[src/rtl/mem_stage_wait.sv]
// Memory stage with a fixed-latency word-addressed data memory and the MEM/WB register.
// Optional macro MEM_FWD_EN adds combinational forwarding outputs (Fwd_WB_EN, Fwd_Dest, Fwd_Value).
module mem_stage_wait #(
    parameter int unsigned ADDRESS_LEN = 32,
    parameter int unsigned MEM_DEPTH   = 64,
    parameter int unsigned BASE_ADDR   = 1024,
    parameter int unsigned WAIT_CYCLES = 3
) (
    input  logic                   clk,
    input  logic                   rst,
    input  logic [ADDRESS_LEN-1:0] pc_in,
    input  logic [ADDRESS_LEN-1:0] ALU_Res,
    input  logic [ADDRESS_LEN-1:0] Val_Rm,
    input  logic                   MEM_W_EN,
    input  logic                   MEM_R_EN,
    input  logic                   WB_EN,
    input  logic [3:0]             Dest,
    output logic                   ready,
    output logic [ADDRESS_LEN-1:0] pc_out,
    output logic                   WB_EN_out,
    output logic                   MEM_R_EN_out,
    output logic [ADDRESS_LEN-1:0] ALU_Res_out,
    output logic [ADDRESS_LEN-1:0] Mem_Data_out,
    output logic [3:0]             Dest_out
`ifdef MEM_FWD_EN
    ,
    output logic                   Fwd_WB_EN,
    output logic [3:0]             Fwd_Dest,
    output logic [ADDRESS_LEN-1:0] Fwd_Value
`endif
);

    // state | meaning
    // IDLE  | no access in flight; a request here starts one (ready low)
    // WAIT  | counting latency cycles, cnt_q = 0 .. WAIT_CYCLES-1 (ready low)
    // DONE  | access completes on the edge leaving this state (ready high)
    typedef enum logic [1:0] {IDLE, WAIT, DONE} state_t;

    localparam int unsigned IDX_W = (MEM_DEPTH > 1) ? $clog2(MEM_DEPTH) : 1;
    localparam int unsigned CNT_W = (WAIT_CYCLES > 1) ? $clog2(WAIT_CYCLES) : 1;
    localparam logic [CNT_W-1:0] CNT_LAST =
        CNT_W'((WAIT_CYCLES == 0) ? 0 : WAIT_CYCLES - 1);
    localparam logic [ADDRESS_LEN-1:0] BASE  = ADDRESS_LEN'(BASE_ADDR);
    localparam logic [ADDRESS_LEN-1:0] DEPTH = ADDRESS_LEN'(MEM_DEPTH);

    state_t                 state_q;
    logic [CNT_W-1:0]       cnt_q;
    logic [ADDRESS_LEN-1:0] pc_q;
    logic                   wb_en_q;
    logic                   mem_r_en_q;
    logic [ADDRESS_LEN-1:0] alu_res_q;
    logic [ADDRESS_LEN-1:0] mem_data_q;
    logic [3:0]             dest_q;

    logic                   req;
    logic [ADDRESS_LEN-1:0] off;
    logic [ADDRESS_LEN-3:0] word_off;
    logic                   in_range;
    logic [IDX_W-1:0]       idx;
    logic [ADDRESS_LEN-1:0] rd_data;
    logic                   unused_byte_off;

    logic [ADDRESS_LEN-1:0] mem [MEM_DEPTH];

    assign req   = MEM_R_EN | MEM_W_EN;
    assign ready = !(req && (state_q != DONE));

    // Addresses below BASE borrow and are rejected before the depth compare.
    assign off             = ALU_Res - BASE;
    assign word_off        = off[ADDRESS_LEN-1:2];
    assign in_range        = (ALU_Res >= BASE) && ({2'b00, word_off} < DEPTH);
    assign idx             = word_off[IDX_W-1:0];
    assign unused_byte_off = ^off[1:0];
    assign rd_data         = in_range ? mem[idx] : '0;

    // Contents survive reset; a reset on the completing edge cancels the store.
    always_ff @(posedge clk) begin
        if (!rst && (state_q == DONE) && MEM_W_EN && in_range) begin
            mem[idx] <= Val_Rm;
        end
    end

    always_ff @(posedge clk) begin
        if (rst) begin
            state_q    <= IDLE;
            cnt_q      <= '0;
            pc_q       <= '0;
            wb_en_q    <= 1'b0;
            mem_r_en_q <= 1'b0;
            alu_res_q  <= '0;
            mem_data_q <= '0;
            dest_q     <= '0;
        end else begin
            case (state_q)
                IDLE: begin
                    if (req) begin
                        cnt_q   <= '0;
                        state_q <= (WAIT_CYCLES == 0) ? DONE : WAIT;
                    end
                end
                WAIT: begin
                    cnt_q <= cnt_q + CNT_W'(1);
                    if (cnt_q == CNT_LAST) begin
                        state_q <= DONE;
                    end
                end
                DONE:    state_q <= IDLE;
                default: state_q <= IDLE;
            endcase

            // A stalled cycle inserts a bubble so the instruction retires once.
            if (ready) begin
                pc_q       <= pc_in;
                wb_en_q    <= WB_EN;
                mem_r_en_q <= MEM_R_EN;
                alu_res_q  <= ALU_Res;
                mem_data_q <= rd_data;
                dest_q     <= Dest;
            end else begin
                wb_en_q    <= 1'b0;
                mem_r_en_q <= 1'b0;
            end
        end
    end

    assign pc_out       = pc_q;
    assign WB_EN_out    = wb_en_q;
    assign MEM_R_EN_out = mem_r_en_q;
    assign ALU_Res_out  = alu_res_q;
    assign Mem_Data_out = mem_data_q;
    assign Dest_out     = dest_q;

`ifdef MEM_FWD_EN
    assign Fwd_WB_EN = WB_EN & ~MEM_R_EN;
    assign Fwd_Dest  = Dest;
    assign Fwd_Value = ALU_Res;
`endif

endmodule

[config.mk]
export PLATFORM = sky130hd
export DESIGN_NAME = mem_stage_wait
export DESIGN_NICKNAME = d
export VERILOG_FILES = /design/src/rtl/mem_stage_wait.sv
export SDC_FILE = /design/constraint.sdc
export NUM_CORES = 2
export LEC_CHECK = 0
export ABC_AREA = 1
export CAP_MARGIN = 20
export CORE_ASPECT_RATIO = 0.75
export CORE_MARGIN = 5
export CORE_UTILIZATION = 44
export CTS_BUF_LIST = sky130_fd_sc_hd__clkbuf_8
export DETAILED_ROUTE_END_ITERATION = 8
export HOLD_SLACK_MARGIN = 0.12
export PLACE_DENSITY = 0.56
export SLEW_MARGIN = 20
export SYNTH_ARGS = -nofsm -noshare
export SYNTH_HDL_FRONTEND = slang
export SYNTH_SLANG_ARGS = --single-unit
[constraint.sdc]
create_clock -name clk -period 5.79 [get_ports clk]
set_input_delay 1.158 -clock clk [delete_from_list [all_inputs] [get_ports clk]]
set_output_delay 1.158 -clock clk [all_outputs]
set_load 0.03 [all_outputs]
[Word level (Yosys, flattened, before mapping)]
Memories as Yosys holds them, arrays and structs flattened.
Index checks and enable logic that the tools add are counted.
Word-level totals
  register bits: 106
  RAM bits: 2048
  word-level logic and storage cells: 40
  memories kept: 1
Memory list
  mem: depth 64, width 32, read ports 1, clocked after Yosys merged registers in 0, write ports 1, line 63  | logic [ADDRESS_LEN-1:0] mem [MEM_DEPTH];
Cells by class
  add/sub/neg operators: 2
  magnitude comparators: 2
  equality and inequality tests: 6
  muxes and demuxes: 8
  bitwise gates (word level): 1
  reductions and logical operators: 12
Operators by type and width (number)
  $ge 32x11->1 const B: 1
  $mux 32: 1
  $sub 32x11->32 const B: 1
  $lt 30x7->1 const B: 1
  $pmux 2 s2: 2
  $mux 2: 3
  $ne 2x2->1 const B: 3
  $logic_and 1x1->1: 5
  $eq 2x2->1 const B: 2
  $reduce_and 2->1: 2
  $add 2x1->2 const B: 1
  $eq 2x1->1 const B: 1
  $logic_not 1->1: 2
  $logic_not 2->1: 1
  $mux 1: 2
  $reduce_bool 2->1: 1
  $reduce_or 2->1: 1
  $or 1x1->1: 1

[Logic depth before layout (Yosys ltp)]
  depth in word-level cells: 6
  gate-level depth with buffers: 16
  gate-level depth less buffers: 14

[Least setup slack after synthesis]
No wires, ideal clock.
  path kind: input to register
  start: input port ALU_Res[12]
  end: memory mem[0][0], enable pin
  setup time: 0.421 ns
  arrival time: 3.747 ns
  data required time: 5.369 ns
  path slack: 1.622 ns
  cell stages on the path: 12
  path buffers: 1
  path through: nor2_1 nand2_1 nor2_4 nand2_1 nand2_1 nand3_1 nor2_2 nand3_2 nor2_4 buf_12 nand3_4 nor2_1
Between the ends
  word-level cells in the longest chain between the ends: 6
  elaborated cells between the ends (all ways): 7
RTL lines
  start: declaration: line 12  | input logic [ADDRESS_LEN-1:0] ALU_Res,
  $sub 32x11->32: line 69  | assign off = ALU_Res - BASE;
  $lt 30x7->1: line 71  | assign in_range = (ALU_Res >= BASE) && ({2'b00, word_off} < DEPTH);
  $logic_and 1x1->1 (*): line 71
  $logic_and 1x1->1 (*): line 78  | if (!rst && (state_q == DONE) && MEM_W_EN && in_range) begin
  $mux 1 (*): line 78
  $mux 1 (not written as such) (*): line 79  | mem[idx] <= Val_Rm;
  end: declaration: line 63
Mark *: on every way between the ends. The rest lies on a longest branch, timed or not.

[Worst setup path in the final report]
  start: input port ALU_Res[19]
  end: memory mem[14][12], enable pin
The elaborated chain is that of the path after synthesis.

==> out/qor.yml <==
synth_area_leaders: "edfxtp_1, nand2_1, nor2_1"
ir_worst_vdd_mv: 0.252
coreArea_mm2: 0.200
worstSetupStartpointType: "input port"
grt_max_degree: 154
pwr-share-clk: 0.387
hold-worst-slack_ps: 472
drc: 0
yosysTopAreaCellShare: 0.696
io_pins: 208
fin_crit_ps: 4030
antenna_left: 0
wl_per_cell_um: 25.8
ys_ff_latch: 2154
hold_violations: 0
drt_iter0_markers: 8205
p_leak_nw: 38.9
clk_latency_ps: 980
drive_above_1_share: 0.0881
drt_pass1_iterations: 8
finalSetupTns_ps: 0
first_global_vias: 56300
start_util: 0.442
yosysWarningCount: 0
fill_cells: 18000
cts-resized-gates: 0
cp_data_required_time_ps: 6330
fin_nets: 8575
rsz0062_at_grt: "false"
cts.sinks: 2154
min_path_type: "flip-flop to flip-flop"
arrival_ps: 4570
seq_area_frac_synth: 0.720
place_congestion: 0.960
crit_family: "simple AND/OR/NAND/NOR gates"
p_sw_mw: 7.90
critical_path.endpoint_type: "flip-flop"
synth_top_area_cell: "edfxtp_1"
synth_edf_count: 2048
hpwlAfterDp_mm: 183
die_w_um: 527
p_seq_frac: 0.543
skew_ps: 69.0
rows: 142
via_per_inst: 5.33
clock-root-buffer: "clkbuf_8"
syn-num-nets: 8257
fin_crit_sh: 0.696
max_freq_mhz: 248
netlist_area_mm2: 0.0883
powerDensity_mw_per_mm2: 315
synthTopCellsByCount: "nand2_1, edfxtp_1, nor2_1"
via_count: 60800
slowest_delay_ps: 850
status: "finished clean"
avgSynthCellArea_um2: 10.8
fp.dieH_um: 398
power.internal_mw: 23.6
yosysMostFrequentCell: "nand2_1"
syn_to_final_growth_pct: 13.4
crit_chain: "clkdlybuf4s50_1 -> nor2_2 -> nand2_1 -> nor2_4 -> nand3_1 -> nand2_1 -> nand2_1 -> nor2_1 -> nand3_2 -> nor2_4 -> buf_4 -> nand3_4 -> nor2_4"
slew_headroom: 0.217
grtUsageTotal: 0.274
cts.clk_slew.worst_paths_ps: 60
tightest_slew_ps: 1170
regArea_mm2: 0.0636
grt_overflow: 0
cts_buffers: 347
numPortBuffers: 207
multi_input_area_mm2: 0.0212
synth_flop_cell: "edfxtp_1"
crit_path_max_fanout: 32
comb_power_share: 0.070
synthCells: 8151
cap_violations: 0
ctsHoldBuffers: 0
cts_max_level: 5
post_cts_buffers: 0
slowest_stage: "nor2_4"
grt_pass1_wl_mm: 414
switching_share: 0.251
async_flop_share: 0
cts_buffer_depth: 4
worstSetupPathType: "input port to flip-flop"
routed_wirelength_mm: 294
finalMaxSlewViolations: 0
antenna_found_initial: 25
dieArea_mm2: 0.210
worst-path-buf-inv: 2
cts_tree: "yes"
synth_cell_types: 33
setup_viol: 0
-- cell families (layout without fill, tap and decap cells) --
group                      count (synthesis)  in the layout  share of synthesized area
AOI/OAI and AO/OA                        426            426                     0.0246
DFF                                     2154           2154                      0.720
buffers and inverters                    992           1569                     0.0462
adders and majority gates                  1              1                   0.000142
and+or+nand+nor                         4578           4578                      0.209
other                                      0             11                          0
-- power groups by stage --
stage / clock [mW] / combinational (mW) / sequential, mW
2_1_floorplan: 0 / 0.916 / 17.5
3_3_place_gp: 0 / 2.16 / 17.4
3_5_place_dp: 0 / 2.16 / 17.4
4_1_cts: 12.4 / 2.17 / 17.1
5_1_grt: 13.1 / 2.33 / 17.1
6_report: 12.2 / 2.20 / 17.1
-- registers in the layout, indices dropped and copies added, names as in the netlist --
name	cells
Dest_out	4
cnt_q	2
pc_out	32
WB_EN_out	1
ALU_Res_out	32
mem	2048
MEM_R_EN_out	1
Mem_Data_out	32
state_q	2
-- final timing paths --
kind                                start                            to  cells after the start  slack (ps)
max                           ALU_Res[19]         mem[14][12]$_DFFE_PP_                     13        1760
max reg2reg       state_q[0]$_SDFFE_PP0P_         mem[40][16]$_DFFE_PP_                      6        2490
min reg2reg  Mem_Data_out[1]$_SDFFE_PP0N_  Mem_Data_out[1]$_SDFFE_PP0N_                      2         470
min          Mem_Data_out[1]$_SDFFE_PP0N_  Mem_Data_out[1]$_SDFFE_PP0N_                      2         470
-- area by class of cell --
cell class | instances | area share
flip-flops and latches | 2154 | 0.635
multi-input cells | 5005 | 0.211
clock buffers | 364 | 0.0500
repair buffers | 395 | 0.0363
well taps | 2664 | 0.0333
inverters | 566 | 0.0215
clock inverters | 244 | 0.0119
diodes | 11 | 0.000275
-- layer usage --
metal	vias up	routed length [um]	GRT usage
met1	29700	130000	0.415
met4	2	8730	0.0793
met2	2880	124000	0.390
met3	413	31000	0.0694
met5	-	13	0
li1	27800	-	-
-- tightest hold or removal path, delay by kind of cell (launching register included) --
family | cells | cell delay, ps
flip-flops | 1 | 310
AND/OR/NAND/NOR | 1 | 60
AO/OA/AOI/OAI | 1 | 50
-- stage by stage --
| step | util | area [um^2] | cells | power [mW] | setup WS [ps] |
|---|---|---|---|---|---|
| after floorplan | - | 88300 | 8151 | 18.4 | 1620 |
| after global placement | 0.470 | 93900 | 10800 | 19.6 | 807 |
| after detailed placement | 0.470 | 93900 | 10800 | 19.6 | 834 |
| after CTS | 0.501 | 100000 | 11400 | 31.7 | 1830 |
| after global routing | 0.501 | 100000 | 11400 | 32.6 | 1610 |
| final | 0.501 | 100000 | 11400 | 31.5 | 1760 |
-- cell usage in the layout, fill, tap and decap left out, types with 2 or more instances in the layout --
master,instances
a21oi_1,72
a21oi_2,10
buf_12,22
buf_2,29
buf_4,169
buf_8,2
bufinv_16,5
clkbuf_8,364
clkdlybuf4s50_1,171
clkinv_1,86
clkinv_2,31
clkinv_8,2
clkinvlp_4,7
dfxtp_1,106
diode_2,11
edfxtp_1,2048
inv_1,663
inv_2,3
inv_6,5
inv_8,7
nand2_1,3040
nand2_2,12
nand3_1,564
nand3_4,8
nand4_1,123
nor2_1,738
nor2_2,2
nor2_4,72
nor3_2,8
o21ai_0,296
o21ai_1,45
or2_2,6
Note: power is estimated with default switching activity, not from simulation.
